[config.mk]
export PLATFORM = sky130hd
export DESIGN_NAME = serial_pattern_tx
export DESIGN_NICKNAME = d
export VERILOG_FILES = /design/src/rtl/serial_pattern_tx_pkg.sv /design/src/rtl/serial_pattern_tx_pattern_tracker.sv /design/src/rtl/serial_pattern_tx.sv
export SDC_FILE = /design/constraint.sdc
export NUM_CORES = 1
export LEC_CHECK = 0
export CAP_MARGIN = 20
export CORE_MARGIN = 3
export CORE_UTILIZATION = 50
export CTS_CLUSTER_SIZE = 12
export DETAILED_ROUTE_END_ITERATION = 12
export PLACE_DENSITY = 0.77
export SLEW_MARGIN = 10
export SYNTH_ARGS = -nofsm -noshare
export SYNTH_HDL_FRONTEND = slang
export SYNTH_HIERARCHICAL = 1
export SYNTH_SLANG_ARGS = --single-unit
[constraint.sdc]
create_clock -name clk -period 1.65 [get_ports clk]
set_input_delay 0.33 -clock clk [delete_from_list [all_inputs] [get_ports clk]]
set_output_delay 0.33 -clock clk [all_outputs]
set_load 0.1 [all_outputs]
[src/rtl/serial_pattern_tx_pkg.sv]
// Shared definitions for the serial pattern transmitter: FSM state encoding
// and the 4-bit sequence the on-line tracker looks for.
package serial_pattern_tx_pkg;

  typedef enum logic [1:0] {
    ST_IDLE  = 2'd0,
    ST_SHIFT = 2'd1,
    ST_GAP   = 2'd2
  } state_e;

  localparam logic [3:0] PATTERN = 4'b1010;

endpackage

[src/rtl/serial_pattern_tx_pattern_tracker.sv]
// Moore tracker: shifts in every registered go bit, flags the 1010 sequence
// (oldest bit first) and keeps a saturating count of flagged cycles.
module serial_pattern_tx_pattern_tracker
  import serial_pattern_tx_pkg::*;
#(
  parameter int CNT_W = 8
) (
  input  logic             clk,
  input  logic             rst,
  input  logic             go,
  output logic             pat_hit,
  output logic [CNT_W-1:0] pat_cnt
);

  logic [3:0]       hist_q, hist_d;
  logic [CNT_W-1:0] cnt_q, cnt_d;

  assign pat_hit = (hist_q == PATTERN);
  assign pat_cnt = cnt_q;

  always_comb begin
    hist_d = {hist_q[2:0], go};
    cnt_d  = cnt_q;
    if (pat_hit && (cnt_q != {CNT_W{1'b1}})) begin
      cnt_d = cnt_q + 1'b1;
    end
  end

  always_ff @(posedge clk) begin
    if (rst) begin
      hist_q <= '0;
      cnt_q  <= '0;
    end else begin
      hist_q <= hist_d;
      cnt_q  <= cnt_d;
    end
  end

endmodule

[src/rtl/serial_pattern_tx.sv]
// Serial word transmitter: loads a parallel word on load&&ready and shifts it
// onto go one bit per clock, followed by GAP idle cycles, with a 1010 tracker.
module serial_pattern_tx
  import serial_pattern_tx_pkg::*;
#(
  parameter int WIDTH     = 8,
  parameter int GAP       = 2,
  parameter int MSB_FIRST = 1,
  parameter int CNT_W     = 8
) (
  input  logic             clk,
  input  logic             rst,
  input  logic [WIDTH-1:0] data_in,
  input  logic             load,
  output logic             ready,
  output logic             go,
  output logic             busy,
  output logic             done,
  output logic             pat_hit,
  output logic [CNT_W-1:0] pat_cnt
);

  localparam int BW = $clog2(WIDTH);
  localparam int GW = (GAP > 1) ? $clog2(GAP) : 1;
  localparam logic [BW-1:0] LAST_BIT = BW'(WIDTH - 1);
  localparam logic [GW-1:0] LAST_GAP = GW'((GAP > 0) ? (GAP - 1) : 0);

  state_e           state_q, state_d;
  logic [WIDTH-1:0] sreg_q, sreg_d;
  logic [BW-1:0]    bit_q, bit_d;
  logic [GW-1:0]    gap_q, gap_d;
  logic             go_q, go_d;
  logic             last_bit;
  logic             accept;

  assign last_bit = (state_q == ST_SHIFT) && (bit_q == LAST_BIT);
  // With no gap the final bit cycle can accept the next word for a bubble-free stream.
  assign ready    = (state_q == ST_IDLE) || (last_bit && (GAP == 0));
  assign accept   = load && ready;
  assign go       = go_q;
  assign busy     = (state_q == ST_SHIFT) || (state_q == ST_GAP);
  assign done     = last_bit;

  always_comb begin
    state_d = state_q;
    sreg_d  = sreg_q;
    bit_d   = bit_q;
    gap_d   = gap_q;
    go_d    = 1'b0;
    if (accept) begin
      state_d = ST_SHIFT;
      bit_d   = '0;
      go_d    = (MSB_FIRST != 0) ? data_in[WIDTH-1] : data_in[0];
      sreg_d  = (MSB_FIRST != 0) ? (data_in << 1) : (data_in >> 1);
    end else begin
      case (state_q)
        ST_SHIFT: begin
          if (last_bit) begin
            gap_d   = '0;
            state_d = (GAP > 0) ? ST_GAP : ST_IDLE;
          end else begin
            bit_d  = bit_q + 1'b1;
            go_d   = (MSB_FIRST != 0) ? sreg_q[WIDTH-1] : sreg_q[0];
            sreg_d = (MSB_FIRST != 0) ? (sreg_q << 1) : (sreg_q >> 1);
          end
        end
        ST_GAP: begin
          if (gap_q == LAST_GAP) begin
            state_d = ST_IDLE;
          end else begin
            gap_d = gap_q + 1'b1;
          end
        end
        default: begin
          state_d = ST_IDLE;
        end
      endcase
    end
  end

  always_ff @(posedge clk) begin
    if (rst) begin
      state_q <= ST_IDLE;
      sreg_q  <= '0;
      bit_q   <= '0;
      gap_q   <= '0;
      go_q    <= 1'b0;
    end else begin
      state_q <= state_d;
      sreg_q  <= sreg_d;
      bit_q   <= bit_d;
      gap_q   <= gap_d;
      go_q    <= go_d;
    end
  end

  serial_pattern_tx_pattern_tracker #(
    .CNT_W(CNT_W)
  ) u_tracker (
    .clk    (clk),
    .rst    (rst),
    .go     (go_q),
    .pat_hit(pat_hit),
    .pat_cnt(pat_cnt)
  );

endmodule

==> results.py <==
metrics = {
    "cells_and_area": {
        "most_frequent_cells_in_the_layout": "19 x sky130_fd_sc_hd__nand2_1, 14 x sky130_fd_sc_hd__dfxtp_1, 14 x sky130_fd_sc_hd__buf_12",
        "final_cell_area_sq_um": 1834,
        "diodes": 0,
        "finalNetCount": 186,
        "layout_commonest_cell": "sky130_fd_sc_hd__nand2_1",
        "syn_to_final_growth_pct": 44.01,
        "final-instance-count-excl-fill": 196,
        "sequential_cell_area_sq_um": 540.5,
        "drive_gt1_share_pct": 34.52,
        "multi_input_comb_area_sq_um": 739.5,
        "nFillCells": 150,
    },
    "drt": {
        "detail_route.drc_violations": 0,
        "num_vias": 1084,
        "final_antenna_net_count": 0,
        "drt-initial-drc-count": 17,
        "detail_route.wirelength_mm": 2.952,
        "drt_pass1_iterations": 4,
        "avgViaCountPerCell": 5.531,
        "wire_per_inst_um": 15.06,
    },
    "sta": {
        "maxSlewViolCount": 0,
        "fmax_mhz": 617.9,
        "worst_slack_ps": 31.59,
        "tightestPinTransition_ps": 320.8,
        "min_period_ps": 1618,
        "clock-skew-final_ps": 5.780,
        "unrepaired_setup_endpoints_after_global_routing": "yes",
        "timing_hold_violations_final": 0,
        "worst_slew_margin_rel_pct": 78.31,
        "final_cycle_share_pct": 98.09,
        "final-setup-viol-count": 0,
    },
    "synth": {
        "synth_cells": 135,
        "synth_fp_nets": 152,
        "synth_largest_type_area_fraction_pct": 40.86,
        "syn_avg_cell_area_sq_um": 9.435,
        "synth_seq_cells": 26,
        "synth_top_area_cell": "sky130_fd_sc_hd__dfxtp_1",
        "ys_top_cells_by_area": "sky130_fd_sc_hd__dfxtp_1 41%, sky130_fd_sc_hd__ha_1 5.9%, sky130_fd_sc_hd__nand2_1 5.6%",
        "synth_sequential_area_ratio_pct": 40.86,
        "synth-warning-count": 6,
        "yosysUniqueCellTypes": 36,
        "synth.cell_area_sq_um": 1274,
    },
    "setup_path": {
        "timing.critical_path.to": "done",
        "critical_path.endpoint_type": "primary output",
        "timing.setup.critical_path_class": "register to primary output",
        "cp_common_cell": "sky130_fd_sc_hd__ha_4",
        "critPathLaunch": "bit_q[0]",
        "worstPathCellList": "ha_4 -> ha_4 -> and2_4 -> buf_12",
        "critPathRequiredTime_ps": 1320,
        "worst_r2r_path_depth": 7,
        "data_arrival_time_of_the_worst_path_ps": 1290,
        "ff2ff_setup_slack_ps": 80,
        "path_max_fanout": 2,
        "cp-start-kind": "register",
        "cp_slowest_cell": "sky130_fd_sc_hd__dfxtp_2",
        "cp_slowest_stage_delay_ps": 360,
        "reg2reg_from": "bit_q[0]",
        "worstReg2RegEnd": "sreg_q[4]",
    },
    "global_route": {
        "gr-total-overflow": 0,
        "grt_antenna_before_repair": 0,
        "grt_pass1_wl_mm": 4.685,
        "grt_usage_pct": 18.23,
        "first_global_vias": 1050,
        "grt_max_degree": 29,
    },
    "clock_tree": {
        "cts.sink_count": 26,
        "tritoncts": "done",
        "worst_setup_hold_path_clk_slew_ps": 150,
        "tritoncts.num_buffers": 3,
        "htreeDepth": 1,
        "cts_max_path_buffers": 2,
        "worstSkewPairLatency_ps": 320,
        "clock_tree.root_cell": "sky130_fd_sc_hd__clkbuf_4",
    },
    "place": {
        "placed_area_sq_um": 1697,
        "gp_congestion": 0.7584,
        "post-place-cells": 183,
        "dp.final_hpwl_mm": 1.973,
        "placement.io_buffers": 23,
        "preCtsSetupSlack_ps": 113.2,
    },
    "power": {
        "power_leakage_nw": 0.6879,
        "power_density_nw_per_um2": 628.3,
        "peak_supply_drop_v": 0.0005345,
    },
    "die": {
        "pin_count": 24,
        "die_x_um": 56.47,
        "rows": 17,
        "floorplan.die.height_um": 56.47,
        "die_area_sq_um": 3189,
        "initial_standard_cell_utilization_of_the_core_pct": 54.94,
        "placeableCoreArea_sq_um": 2318,
    },
    "job": {
        "max-cap-violations": 0,
    },
    "min_path": {
        "worstHoldPathType": "register to register",
    },
    "status": {
        "outcome": "finished clean",
    },
}
==> metrics by stage <==
stage	power (mW)	TNS, ps	hold slack, ps	util (%)
3_5_place_dp	0.8543	0	458.3	73.18
4_1_cts	1.128	0	477.2	76.31
2_1_floorplan	0.7905	-46.67	397.9	-
3_3_place_gp	0.8458	0	444.4	73.18
5_1_grt	1.199	-41.42	490.3	79.11
6_report	1.152	0	475.9	79.11
==> worst min path at each step <==
stage / startpoint / end / cells after the start
floorplan: rst / sreg_q[6] / 1
global placement: u_tracker/hist_q[0] / u_tracker/hist_q[1] / 1
detailed placement: u_tracker/hist_q[0] / u_tracker/hist_q[1] / 1
CTS: u_tracker/hist_q[0] / u_tracker/hist_q[1] / 1
global route: u_tracker/hist_q[0] / u_tracker/hist_q[1] / 1
finish: u_tracker/hist_q[0] / u_tracker/hist_q[1] / 1
==> cell type report <==
type	count	share of cell area [%]
Inverter	7	1.637
Sequential cell	26	29.47
Multi-Input combinational cell	96	40.31
Tap cell	28	1.910
Clock buffer	4	1.432
Timing Repair Buffer	35	25.24
==> layer usage <==
layer,part of all wire (%),global-route usage [%]
met2,53,33.17
met1,42,21.71
met4,0.58,4.746
met3,4.6,3.218
met5,0,0
==> kinds of logic after synthesis <==
| kind of cell | share of synthesized area (%) |
|---|---|
| AO/OA/AOI/OAI | 16.90 |
| XOR/XNOR | 0.6877 |
| adder cells (fa/ha/maj) | 5.894 |
| buffers and inverters | 5.108 |
| flip-flops | 40.86 |
| multiplexers | 5.010 |
| AND/OR/NAND/NOR | 25.54 |
==> cells in the mapped netlist <==
master / number
sky130_fd_sc_hd__o31ai_1: 1
sky130_fd_sc_hd__clkbuf_1: 2
sky130_fd_sc_hd__buf_1: 1
sky130_fd_sc_hd__dfxtp_1: 26
sky130_fd_sc_hd__mux2_1: 1
sky130_fd_sc_hd__a21o_1: 1
sky130_fd_sc_hd__a311oi_2: 4
sky130_fd_sc_hd__a31oi_1: 2
sky130_fd_sc_hd__nor2b_1: 8
sky130_fd_sc_hd__a2111oi_4: 1
sky130_fd_sc_hd__o21ai_0: 2
sky130_fd_sc_hd__and3_1: 4
sky130_fd_sc_hd__nor3_1: 3
sky130_fd_sc_hd__nor3b_1: 1
sky130_fd_sc_hd__a211oi_2: 1
sky130_fd_sc_hd__and2_2: 1
sky130_fd_sc_hd__a21oi_1: 7
sky130_fd_sc_hd__nand3_1: 3
sky130_fd_sc_hd__mux2i_1: 3
sky130_fd_sc_hd__a311oi_1: 4
sky130_fd_sc_hd__nand4_1: 2
sky130_fd_sc_hd__a211oi_1: 1
sky130_fd_sc_hd__nor2b_4: 1
sky130_fd_sc_hd__and2_1: 2
sky130_fd_sc_hd__nand2_1: 19
sky130_fd_sc_hd__mux2_2: 2
sky130_fd_sc_hd__nand2b_1: 1
sky130_fd_sc_hd__buf_2: 1
sky130_fd_sc_hd__ha_1: 6
sky130_fd_sc_hd__nand4bb_4: 1
sky130_fd_sc_hd__inv_1: 7
sky130_fd_sc_hd__and4_4: 1
sky130_fd_sc_hd__xnor2_1: 1
sky130_fd_sc_hd__nor4b_1: 1
sky130_fd_sc_hd__nor2_1: 11
sky130_fd_sc_hd__buf_6: 2
==> report_power, final <==
part,internal [mW],switching (mW),leakage (nW)
Combinational,0.0935,0.109,0.455
Sequential,0.646,0.0146,0.218
Clock,0.0945,0.195,0.0150
Total,0.834,0.319,0.688
==> worst max-delay path: cells and delay by family (launching register included) <==
family        cells  cell delay, ps
flops             1             360
fa+ha+maj         2             310
buf+inv           1             160
simple gates      1             140
==> flip-flops by register name, summed over array words and instances (netlist names) <==
signal and count:
u_tracker/hist_q 4, sreg_q 7, gap_q 1, state_q 2
go 1, bit_q 3, u_tracker/pat_cnt 8
==> timing repair <==
item                       CTS  global route
setup buffers                2             7
pin swaps                    0             2
hold buffers                 0             0
hold endpoints to repair     0             0
resized for setup            8             4
setup endpoints to repair    1             5
No activity file was read; power rests on OpenSTA's default activity.
